--- src/rtl/ahb_sram_pkg.sv ---
`default_nettype none
// ============================================================================
//  Module   : ahb_sram_pkg
//  Purpose  : Shared AHB encodings, FSM state type and lane count for the
//             AHB-Lite to SRAM-macro controller.
//  Revision : 1.0  initial release
// ============================================================================
package ahb_sram_pkg;

    localparam logic [1:0] c_HTRANS_IDLE   = 2'd0;
    localparam logic [1:0] c_HTRANS_BUSY   = 2'd1;
    localparam logic [1:0] c_HTRANS_NONSEQ = 2'd2;
    localparam logic [1:0] c_HTRANS_SEQ    = 2'd3;

    localparam logic [2:0] c_HSIZE_BYTE = 3'd0;
    localparam logic [2:0] c_HSIZE_HALF = 3'd1;
    localparam logic [2:0] c_HSIZE_WORD = 3'd2;

    localparam logic c_HRESP_OKAY  = 1'b0;
    localparam logic c_HRESP_ERROR = 1'b1;

    localparam int c_NUM_LANES = 4;

    typedef enum logic [1:0] {
        ST_IDLE   = 2'd0,
        ST_ACCESS = 2'd1,
        ST_ERR1   = 2'd2,
        ST_ERR2   = 2'd3
    } state_t;

endpackage
`default_nettype wire

--- src/rtl/ahb_sram_ctrl_if.sv ---
`default_nettype none
// ============================================================================
//  Module   : ahb_sram_ctrl_if
//  Purpose  : AHB-Lite slave-port bundle with master/slave views.
//  Revision : 1.0  initial release
// ============================================================================
interface ahb_sram_ctrl_if;

    logic        HSEL;
    logic [31:0] HADDR;
    logic [1:0]  HTRANS;
    logic        HWRITE;
    logic [2:0]  HSIZE;
    logic [2:0]  HBURST;
    logic [31:0] HWDATA;
    logic        HREADY;
    logic        HREADYOUT;
    logic        HRESP;
    logic [31:0] HRDATA;

    modport master (
        output HSEL, HADDR, HTRANS, HWRITE, HSIZE, HBURST, HWDATA, HREADY,
        input  HREADYOUT, HRESP, HRDATA
    );

    modport slave (
        input  HSEL, HADDR, HTRANS, HWRITE, HSIZE, HBURST, HWDATA, HREADY,
        output HREADYOUT, HRESP, HRDATA
    );

endinterface
`default_nettype wire

--- src/rtl/ahb_sram_lane_dec.sv ---
`default_nettype none
// ============================================================================
//  Module   : ahb_sram_lane_dec
//  Purpose  : Maps transfer size/alignment/direction to active-low byte-lane
//             selects and flags transfers the memory cannot serve.
//  Revision : 1.0  initial release
// ============================================================================
module ahb_sram_lane_dec
    import ahb_sram_pkg::*;
(
    input  logic [2:0]             i_hsize,
    input  logic [1:0]             i_addr_lo,
    input  logic                   i_hwrite,
    output logic [c_NUM_LANES-1:0] o_lane_csb,
    output logic                   o_illegal
);

    logic [c_NUM_LANES-1:0] w_byte_sel;
    logic [c_NUM_LANES-1:0] w_we_mask;

    generate
        for (genvar gi = 0; gi < c_NUM_LANES; gi++) begin : g_lane
            assign w_byte_sel[gi] = (i_addr_lo == 2'(gi));
        end
    endgenerate

    always_comb begin
        o_illegal = 1'b0;
        w_we_mask = '0;
        case (i_hsize)
            c_HSIZE_BYTE: w_we_mask = w_byte_sel;
            c_HSIZE_HALF: begin
                o_illegal = i_addr_lo[0];
                w_we_mask = i_addr_lo[1] ? 4'b1100 : 4'b0011;
            end
            c_HSIZE_WORD: begin
                o_illegal = |i_addr_lo;
                w_we_mask = '1;
            end
            default: o_illegal = 1'b1;
        endcase
        // Reads always fetch the whole word; the master picks its lanes.
        o_lane_csb = i_hwrite ? ~w_we_mask : '0;
    end

endmodule
`default_nettype wire

--- src/rtl/ahb_sram_ctrl.sv ---
`default_nettype none
// ============================================================================
//  Module   : ahb_sram_ctrl
//  Purpose  : Zero-wait-state AHB-Lite slave driving four 8-bit SRAM macros
//             as one 32-bit memory, with two-cycle ERROR for bad transfers.
//  Revision : 1.0  initial release
// ============================================================================
module ahb_sram_ctrl
    import ahb_sram_pkg::*;
#(
    parameter int ADDR_WIDTH = 13,
    parameter int NUM_LANES  = c_NUM_LANES
) (
    input  logic                   HCLK,
    input  logic                   HRESETn,
    ahb_sram_ctrl_if.slave         ahb,
    output logic [NUM_LANES-1:0]   sram_csb,
    output logic                   sram_web,
    output logic [ADDR_WIDTH-1:0]  sram_addr,
    output logic [8*NUM_LANES-1:0] sram_din,
    input  logic [8*NUM_LANES-1:0] sram_dout
);

    state_t                 r_state;
    state_t                 w_state_nxt;
    logic [ADDR_WIDTH-1:0]  r_addr;
    logic                   r_write;
    logic [NUM_LANES-1:0]   r_lane_csb;
    logic [31:0]            r_din_last;
    logic                   r_hreadyout;
    logic                   r_hresp;
    logic                   w_ready_nxt;
    logic                   w_resp_nxt;
    logic                   w_accept;
    logic                   w_illegal;
    logic [NUM_LANES-1:0]   w_lane_csb;
    logic                   w_access;
    logic                   w_unused_ok;

    assign w_unused_ok = &{1'b0, ahb.HBURST, ahb.HADDR[31:ADDR_WIDTH+2], ahb.HTRANS[0]};

    // HREADY is low in ERR1, so nothing can be sampled there anyway.
    assign w_accept = ahb.HSEL && ahb.HREADY && ahb.HTRANS[1] && (r_state != ST_ERR1);
    assign w_access = (r_state == ST_ACCESS);

    ahb_sram_lane_dec u_lane_dec (
        .i_hsize    (ahb.HSIZE),
        .i_addr_lo  (ahb.HADDR[1:0]),
        .i_hwrite   (ahb.HWRITE),
        .o_lane_csb (w_lane_csb),
        .o_illegal  (w_illegal)
    );

    always_comb begin
        w_state_nxt = ST_IDLE;
        w_ready_nxt = 1'b1;
        w_resp_nxt  = c_HRESP_OKAY;
        case (r_state)
            ST_ERR1: w_state_nxt = ST_ERR2;
            default: begin
                if (w_accept) begin
                    w_state_nxt = w_illegal ? ST_ERR1 : ST_ACCESS;
                end
            end
        endcase
        // Response flops are loaded from the next state so they line up
        // with the cycle that state occupies.
        case (w_state_nxt)
            ST_ERR1: begin
                w_ready_nxt = 1'b0;
                w_resp_nxt  = c_HRESP_ERROR;
            end
            ST_ERR2: w_resp_nxt = c_HRESP_ERROR;
            default: ;
        endcase
    end

    always_ff @(posedge HCLK or negedge HRESETn) begin
        if (!HRESETn) begin
            r_state     <= ST_IDLE;
            r_addr      <= '0;
            r_write     <= 1'b0;
            r_lane_csb  <= '1;
            r_din_last  <= '0;
            r_hreadyout <= 1'b1;
            r_hresp     <= c_HRESP_OKAY;
        end else begin
            r_state     <= w_state_nxt;
            r_hreadyout <= w_ready_nxt;
            r_hresp     <= w_resp_nxt;
            if (w_accept && !w_illegal) begin
                r_addr     <= ahb.HADDR[ADDR_WIDTH+1:2];
                r_write    <= ahb.HWRITE;
                r_lane_csb <= w_lane_csb;
            end
            if (w_access) begin
                r_din_last <= ahb.HWDATA;
            end
        end
    end

    always_comb begin
        sram_csb   = w_access ? r_lane_csb : '1;
        sram_web   = w_access ? !r_write : 1'b1;
        sram_addr  = r_addr;
        sram_din   = w_access ? ahb.HWDATA : r_din_last;
        ahb.HRDATA = (w_access && r_write == 1'b0) ? sram_dout : 32'h0;
    end

    assign ahb.HREADYOUT = r_hreadyout;
    assign ahb.HRESP     = r_hresp;

endmodule
`default_nettype wire

--- src/flat_wrapper.sv ---
// flat-port wrapper written by rule: the top's interface ports become plain ports
module ahb_sram_ctrl_flat import ahb_sram_pkg::*;
#(
    parameter int ADDR_WIDTH = 13,
    parameter int NUM_LANES  = c_NUM_LANES
)
  (HCLK, HRESETn, sram_csb, sram_web, sram_addr, sram_din, sram_dout, ahb_HSEL, ahb_HADDR, ahb_HTRANS, ahb_HWRITE, ahb_HSIZE, ahb_HBURST, ahb_HWDATA, ahb_HREADY, ahb_HREADYOUT, ahb_HRESP, ahb_HRDATA);
  ahb_sram_ctrl_if ahb_i ();
  input  logic HCLK;
  input  logic HRESETn;
  output logic [NUM_LANES-1:0] sram_csb;
  output logic sram_web;
  output logic [ADDR_WIDTH-1:0] sram_addr;
  output logic [8*NUM_LANES-1:0] sram_din;
  input  logic [8*NUM_LANES-1:0] sram_dout;
  input wire logic [$bits(ahb_i.HSEL)-1:0] ahb_HSEL;
  input wire logic [$bits(ahb_i.HADDR)-1:0] ahb_HADDR;
  input wire logic [$bits(ahb_i.HTRANS)-1:0] ahb_HTRANS;
  input wire logic [$bits(ahb_i.HWRITE)-1:0] ahb_HWRITE;
  input wire logic [$bits(ahb_i.HSIZE)-1:0] ahb_HSIZE;
  input wire logic [$bits(ahb_i.HBURST)-1:0] ahb_HBURST;
  input wire logic [$bits(ahb_i.HWDATA)-1:0] ahb_HWDATA;
  input wire logic [$bits(ahb_i.HREADY)-1:0] ahb_HREADY;
  output wire logic [$bits(ahb_i.HREADYOUT)-1:0] ahb_HREADYOUT;
  output wire logic [$bits(ahb_i.HRESP)-1:0] ahb_HRESP;
  output wire logic [$bits(ahb_i.HRDATA)-1:0] ahb_HRDATA;
  assign ahb_i.HSEL = ahb_HSEL;
  assign ahb_i.HADDR = ahb_HADDR;
  assign ahb_i.HTRANS = ahb_HTRANS;
  assign ahb_i.HWRITE = ahb_HWRITE;
  assign ahb_i.HSIZE = ahb_HSIZE;
  assign ahb_i.HBURST = ahb_HBURST;
  assign ahb_i.HWDATA = ahb_HWDATA;
  assign ahb_i.HREADY = ahb_HREADY;
  assign ahb_HREADYOUT = ahb_i.HREADYOUT;
  assign ahb_HRESP = ahb_i.HRESP;
  assign ahb_HRDATA = ahb_i.HRDATA;
  ahb_sram_ctrl #(.ADDR_WIDTH(ADDR_WIDTH), .NUM_LANES(NUM_LANES)) u_core (.HCLK(HCLK), .HRESETn(HRESETn), .ahb(ahb_i), .sram_csb(sram_csb), .sram_web(sram_web), .sram_addr(sram_addr), .sram_din(sram_din), .sram_dout(sram_dout));
endmodule
--- config.mk ---
export PLATFORM = sky130hd
export DESIGN_NAME = ahb_sram_ctrl_flat
export DESIGN_NICKNAME = d
export VERILOG_FILES = /design/src/rtl/ahb_sram_pkg.sv /design/src/rtl/ahb_sram_ctrl_if.sv /design/src/rtl/ahb_sram_lane_dec.sv /design/src/rtl/ahb_sram_ctrl.sv /design/src/flat_wrapper.sv
export SDC_FILE = /design/constraint.sdc
export NUM_CORES = 1
export LEC_CHECK = 0
export BUFFER_PORTS_ARGS = -buffer_cell sky130_fd_sc_hd__buf_2
export CORE_AREA = 2 2 81 83
export CTS_CLUSTER_DIAMETER = 50
export CTS_CLUSTER_SIZE = 16
export DETAILED_ROUTE_END_ITERATION = 10
export DIE_AREA = 0 0 83 85
export PLACE_DENSITY = 0.79
export SYNTH_ARGS = -nofsm -noshare
export SYNTH_HDL_FRONTEND = slang
export SYNTH_SLANG_ARGS = --single-unit
--- constraint.sdc ---
create_clock -name HCLK -period 1.8 [get_ports HCLK]
set_input_delay 0.09 -clock HCLK [delete_from_list [all_inputs] [get_ports HCLK]]
set_output_delay 0.09 -clock HCLK [all_outputs]
set_load 0.1 [all_outputs]
# Word-level counts from Yosys, hierarchy flattened
# Index checks and enable logic that the tools add are counted.
[totals]
reg_bits = 54
input_bits = 109
output_inout_bits = 84
word_cells = 43
[classes]
n_eq_ne = 10
muxes = 13
bitwise_logic = 2
n_reduce_logical = 11
[ops]
columns = ["op", "count"]
rows = [
  ["32-bit 2-to-1 mux", 2],
  ["4-bit 2-to-1 mux", 3],
  ["4-bit case mux with 3 select lines", 1],
  ["2-bit == test (second input constant)", 5],
  ["2-bit 2-to-1 mux", 3],
  ["1-bit logical AND", 5],
  ["2-bit by 1-bit == test with 1-bit output (second input constant)", 2],
  ["4-bit NOT", 1],
  ["2-bit OR reduction", 2],
  ["3-bit by 1-bit == test with 1-bit output (second input constant)", 1],
  ["3-bit by 2-bit == test with 1-bit output (second input constant)", 1],
  ["3-bit logical NOT", 1],
  ["1-bit 2-to-1 mux", 3],
  ["1-bit case mux with 3 select lines", 1],
  ["1-bit logical NOT", 2],
  ["2-bit logical NOT", 1],
  ["2-bit inequality test (second input constant)", 1],
  ["1-bit NOT", 1],
]

# Longest topological paths before layout
# Gate-level depths: netlist (run 1).
[depth]
ltp_word = 8
depth_mapped = 6
depth_no_buf = 4

# By module
# From an unflattened synthesis (run 1), not the netlist that was laid out.
[unflattened]
cells_unflattened = 177
area_unflattened_um2 = 2431.1
[by_module_without_submodules]
columns = ["module", "n_inst", "cells_per_inst", "area_each_um2", "seq_area_each_um2"]
rows = [
  ["ahb_sram_ctrl", 1, 161, 2339.7, 1357.6],
  ["ahb_sram_lane_dec", 1, 16, 91.3, 0.0],
]

# Least setup slack after synthesis (run 1)
# No wires, ideal clock.
[synth_timing]
kind = "reg2reg"
startpoint = "register u_core.r_state[1]"
endpoint = "register u_core.r_din_last[10]"
setup_time_ns = 0.218
arrival_time_ns = 1.626
t_required_ns = 1.582
path_slack_ns = -0.045
stages_incl_launch_ff = 5
n_path_buf = 2
synth_period_minus_slack_ns = 1.845
cell_sequence = "dfrtp_1 -> nor2b_1 -> clkbuf_1 -> buf_2 -> mux2_2"
[synth_between]
elab_chain_cells = 2
[synth_lines]
columns = ["element", "line", "text"]
rows = [
  ["from (decl)", "ahb_sram_ctrl.sv:24", "state_t r_state;"],
  ["from (signal assigned)", "ahb_sram_ctrl.sv:88", "r_state <= w_state_nxt;"],
  ["2-bit by 1-bit == test with 1-bit output", "ahb_sram_ctrl.sv:44", "assign w_access = (r_state == ST_ACCESS);"],
  ["32-bit 2-to-1 mux", "-", ""],
  ["net sram_din[10]", "flat_wrapper.sv:14", "output logic [8*NUM_LANES-1:0] sram_din;"],
  ["to (signal assigned)", "ahb_sram_ctrl.sv:97", "r_din_last <= ahb.HWDATA;"],
  ["to (decl)", "ahb_sram_ctrl.sv:29", "logic [31:0] r_din_last;"],
]
# The timed path passes the listed nets, and every way through them passes these cells.
# A chain may end at the register's enable or synchronous reset.

# Worst setup path in the final report (run 1)
[layout_timing]
startpoint = "register u_core.r_state[1]"
endpoint = "output ahb_HRDATA[4]"
[layout_between]
elab_chain_cells = 3
[layout_lines]
columns = ["element", "line", "text"]
rows = [
  ["2-bit by 1-bit == test with 1-bit output", "ahb_sram_ctrl.sv:44", ""],
  ["1-bit logical AND", "ahb_sram_ctrl.sv:107", "ahb.HRDATA = (w_access && r_write == 1'b0) ? sram_dout : 32'h0;"],
  ["32-bit 2-to-1 mux", "ahb_sram_ctrl.sv:107", ""],
  ["to (decl)", "flat_wrapper.sv:26", "output wire logic [$bits(ahb_i.HRDATA)-1:0] ahb_HRDATA;"],
]
# No other way between the ends.

==> results.ini, run 1 <==
[cts]
cts-htree-levels = 2
cts_tree = yes
cts_sinks = 54
clock_tree.root_cell = clkbuf_8
cts_made_buffers = 5
cts_buffer_depth = 2
clk_latency_ns = 0.31
clk_pin_slew_ns = 0.10

[routing]
dr_wl_met3_um = 575
dr_wl_met2_mm = 4.35
drc_errors = 0
via_per_inst = 4.77
first_pass_iters = 4
drt_iter0_markers = 67
wl_met1_mm = 2.76
antenna_left = 0
totalWireLength_mm = 7.80
top_layer = met4
wl_per_cell_um = 17.7
vias = 2105

[synthesis]
synth_fa_ha_area_share_pct = 0
synth_area_leader_cell = dfrtp_1
synth-xor-area-share_pct = 0
synth-seq-cells = 54
ys_types = 24
synth_cells = 174
yosysTopAreaCellShare_pct = 52.2
yosysWarnings = 0
synth.most_common_cell = dfrtp_1
synthArstFlopShare_pct = 100
syn_avg_cell_area_um2 = 13.5
synth_edf_count = 0
synth_area_um2 = 2350
yosys.area_share.simple_pct = 13.1
yosys-mux-area-fraction_pct = 22.2
synth.yosys.seq_area_share_pct = 57.7
synth_compound_area_share_pct = 4.20
synth_area_leaders = dfrtp_1 52%, mux2_2 20%, and2_1 8.5%
synth_ff_type = dfrtp_1
synth_top_family_by_area = multiplexers
synthesis.nets = 283
synthTopCellsByCount = 49 x dfrtp_1, 41 x mux2_2, 32 x and2_1

[setup_path]
critPathRequiredTime_ns = 1.71
crit_slowest_cell = dfrtp_1
cp_max_fo = 16
start_kind = flip-flop
reg2reg_slack_ns = 0.15
crit_type = flip-flop to primary output
crit_path_end_kind = primary output
cpPeakStageDelay_ns = 0.42
worst_path_most_repeated_cell = nor2b_4
critical_path.cell_chain = nor2b_4 > buf_6 > nor2b_4 > clkbuf_16 > and2_1 > buf_12
critical_path_arrival_ns = 1.72

[final_layout]
fillers = 372
insertedDiodeCount = 0
drive_above_1_share_pct = 75.0
fin_util_pct = 75.8
fin_nets = 472
fin_area_um2 = 4700
syn_to_final_growth_pct = 100

[run_status]
violations = negative setup slack
status = complete, but fails checks

[global_route]
grt_pass1_vias = 2142
track_usage_pct = 19.3
grt_pass1_wl_mm = 10.6
grt_max_degree = 55
grt-ovfl-total = 0
grt_antenna_before_repair = 0

[placed_design]
io_buffers = 171
gp_congestion = 0.835
place_area_um2 = 3810
dp_hpwl_mm = 5.20

[floorplan]
core.rowCount = 29
die_h_um = 85
die_w_um = 83
ios = 193
start_util_pct = 37.9
core_region_area_um2 = 6200
dieArea_um2 = 7060

[timing]
tightest_slew_ns = 0.681
max_freq_mhz = 554
fin_ws_ns = -0.00638
skew_ns = 0.0156
setup_viol = 2
rsz0062_at_grt = yes
timing_hold_violations_final = 0
period_share_pct = 100
period_needed_ns = 1.81
slew_viol_final = 0
slew_headroom_pct = 54.6

[flow_run]
drv_cap = 0

[hold_path]
hp-class = input pin to flip-flop

==> flip-flops by register name, indices dropped and copies added (netlist names) <==
name and flops:
u_core.r_din_last 32, u_core.ahb.HRESP 1, u_core.r_lane_csb 4, u_core.ahb.HREADYOUT 1
u_core.sram_addr 13, u_core.r_state 2, u_core.r_write 1
==> cells by family (layout without fill, tap and decap cells) <==
logic type | count (synthesis) | after routing
flip-flops | 54 | 54
buffers and inverters | 10 | 200
multiplexers | 45 | 45
AO/OA/AOI/OAI | 14 | 14
AND/OR/NAND/NOR | 51 | 51
==> metal layers <==
metal | vias up | track usage, %
li1 | 964 | -
met1 | 1016 | 20.4
met2 | 115 | 37.8
met3 | 10 | 5.74
met4 | 0 | 3.73
met5 | - | 0
==> worst max-delay path: cells and delay by family (launching register included) <==
| family | cells | cell delay [ns] |
|---|---|---|
| AND/OR/NAND/NOR | 3 | 0.51 |
| buffers and inverters | 3 | 0.47 |
| flip-flops | 1 | 0.42 |
==> path summary, 6_finish.rpt <==
path	startpoint	end	cells after the start
max	u_core.r_state[1]	ahb_HRDATA[4]	6
min	ahb_HADDR[13]	u_core.sram_addr[11]	2
max reg2reg	u_core.r_state[1]	u_core.sram_addr[11]	5
min reg2reg	u_core.sram_addr[4]	u_core.sram_addr[4]	1
max in group asynchronous	HRESETn	u_core.r_din_last[18]	3
min in group asynchronous	HRESETn	u_core.sram_addr[5]	3
==> stage by stage <==
stage | instances | setup slack (ns) | hold WS (ns) | setup TNS [ns]
finish | 441 | -0.00638 | 0.0129 | -0.0111
global placement | 420 | 0.152 | 0.242 | 0
floorplan | 174 | -0.0448 | -0.206 | -1.03
global route | 441 | -0.0978 | -0.00517 | -2.18
CTS | 434 | -0.00910 | 0.000210 | -0.0268
detailed placement | 420 | 0.134 | 0.254 | 0
==> cells in the final DEF, fill, tap and decap left out, drive strengths merged <==
| cell | synthesis | routed |
|---|---|---|
| buf | 5 | 182 |
| dfrtp | 49 | 49 |
| mux2 | 45 | 45 |
| and2 | 32 | 32 |
| clkbuf | 4 | 8 |
| dlygate4sd3 | 0 | 6 |
| nand2b | 5 | 5 |
| dfstp | 5 | 5 |
| nand2 | 4 | 4 |
| o21ai | 4 | 4 |
| a22o | 4 | 4 |
| a21oi | 3 | 3 |
| nor2 | 3 | 3 |
| nor2b | 3 | 3 |
| inv | 1 | 2 |
| nor3 | 1 | 1 |
| nand4 | 1 | 1 |
| or3 | 1 | 1 |
| o21bai | 1 | 1 |
| nor4b | 1 | 1 |
| a21o | 1 | 1 |
| a21boi | 1 | 1 |
| clkinvlp | 0 | 1 |
| bufinv | 0 | 1 |
==> area by class of cell <==
class | count | area [µm²] | area share [%]
repair buffers | 191 | 2020 | 43.0
clock inverters | 3 | 48.8 | 1.04
well taps | 77 | 96.3 | 2.05
multi-input cells | 110 | 1110 | 23.5
clock buffers | 5 | 68.8 | 1.46
inverters | 1 | 3.75 | 0.0798
flip-flops and latches | 54 | 1360 | 28.9
==> repair_timing <==
item	CTS	global route
setup endpoints to repair	64	64
endpoints found under the hold margin	50	4
gates resized for setup	76	92
hold buffers	2	4
cloned	1	3
buffers inserted	3	0
Power of run 1 is not shown: default switching activity piles up to over one toggle a cycle in this logic, so the estimate is an artifact.
==> inputs of run 2 (changes only) <==
- CAP_MARGIN: unset -> 10
- SETUP_SLACK_MARGIN: unset -> 0.2
==> run 2 against run 1 <==
Critical path depth unchanged. Die area unchanged. Via count up 6.1%. The flow still finishes with violations (negative setup slack). Sequential share of layout area down 3.0 points.
==> results.ini, run 2 (synthesized netlist as in run 1, its figures left out) <==
[run_status]
status = complete, but fails checks
violations = negative setup slack

[hold_path]
hp-class = input pin to flip-flop
hp-start = ahb_HADDR[2]

[timing]
period_needed_ns = 1.87
fin_ws_ns = -0.0656
fin_tns_setup_ns = -2.19
rsz0062_at_grt = yes
slew_viol_final = 0
slew_headroom_pct = 55.5
period_share_pct = 104
skew_ns = 0.00724
max_freq_mhz = 536
timing_hold_violations_final = 0
setup_viol = 62
tightest_slew_ns = 0.667
holdWs_ns = 0.0200

[cts]
clk_latency_ns = 0.30
clock_tree.root_cell = clkbuf_8
cts_tree = yes
clk_pin_slew_ns = 0.09
cts_buffer_depth = 2
cts_made_buffers = 5
cts_sinks = 54
cts-htree-levels = 2

[placed_design]
gp_congestion = 0.706
dp_hpwl_mm = 5.49
io_buffers = 171
place_ws_ns = 0.108

[setup_path]
critical_path_arrival_ns = 1.78
cp-startpoint = u_core.r_state[1]
crit_path_end_kind = primary output
cpPeakStageDelay_ns = 0.43
critical_path.cell_chain = nor2b_4 > buf_12 > buf_8 > buf_16 > mux2_4 > buf_12
crit_slowest_cell = dfrtp_1
r2r_start = u_core.r_state[1]
critPathRequiredTime_ns = 1.71
crit_type = flip-flop to primary output
critPathBufInv = 4
crit_family = buffers and inverters
cp_max_fo = 6
worst_path_most_repeated_cell = buf_12
start_kind = flip-flop

[floorplan]
dieArea_um2 = 7060
core.rowCount = 29
start_util_pct = 37.9
die_h_um = 85
die_w_um = 83
ios = 193
core_region_area_um2 = 6200

[final_layout]
fin_util_pct = 84.5
syn_to_final_growth_pct = 123
drive_above_1_share_pct = 81.6
final_common_cell = buf_2
largest_register_ffs = 32
fin_nets = 489
mostFrequentLayoutCells = 102 x buf_2, 76 x buf_12, 49 x dfrtp_1, 36 x mux2_4, 32 x and2_4
fillers = 287
insertedDiodeCount = 0
regMostFlops = u_core.r_din_last

[routing]
first_pass_iters = 4
dr_wl_met3_um = 463
wl_per_cell_um = 20.4
wl_met1_mm = 3.40
antenna_left = 0
via_per_inst = 4.88
drc_errors = 0
totalWireLength_mm = 9.33
top_layer = met4
vias = 2234
dr_wl_met2_mm = 5.24
drt_iter0_markers = 73

[global_route]
grt_pass1_wl_mm = 13.8
grt_max_degree = 29
grt_antenna_before_repair = 0
track_usage_pct = 25.1
grt_pass1_vias = 2400
grt-ovfl-total = 0

[flow_run]
drv_cap = 0

-- run 2: through the flow --
stage               instance area, µm²  cells
finish                            5240    458
CTS                               5060    448
floorplan                         2490    174
global placement                  4190    419
detailed placement                4190    419
global route                      5240    458
-- run 2: worst reg2reg max path: stages, from the launching register on --
cell and delay [ns]:
dfrtp_1 0.43, buf_6 0.14, nand2b_4 0.06, nand4_1 0.15
or3_4 0.44, buf_12 0.16, buf_16 0.12, mux2_2 0.26
-- run 2: per-layer routing --
| layer | track usage, % | up-vias |
|---|---|---|
| met5 | 0 | - |
| met4 | 6.56 | 0 |
| met3 | 5.93 | 21 |
| met2 | 46.8 | 107 |
| met1 | 29.0 | 1108 |
| li1 | - | 998 |
-- run 2: area by class of cell --
class	instances	area (µm²)	area share, %
timing repair buffer	208	2440	46.5
clock buffer	8	110	2.10
multi-input combinational	110	1240	23.6
tap	77	96.3	1.84
sequential	54	1360	25.9
inverter	1	3.75	0.0716
-- run 2: worst paths after layout --
kind	cells after the start	to	slack (ns)
setup reg to reg	7	u_core.sram_addr[7]	-0.05
min in group asynchronous	2	u_core.r_din_last[1]	0.37
hold reg to reg	1	u_core.sram_addr[1]	0.51
max in group asynchronous	3	u_core.sram_addr[4]	0.84
hold / removal	2	u_core.sram_addr[0]	0.02
setup / recovery	6	sram_din[30]	-0.07
-- run 2: repair_timing --
item                       4_1_cts  5_1_grt
cloned                           8        2
hold buffers                     2        1
gates resized for setup        142       17
setup endpoints to repair       84       87
setup buffers                   11        7
hold endpoints to repair        23        1
pin swaps                       27        8
Power of run 2 is left out for the same reason.
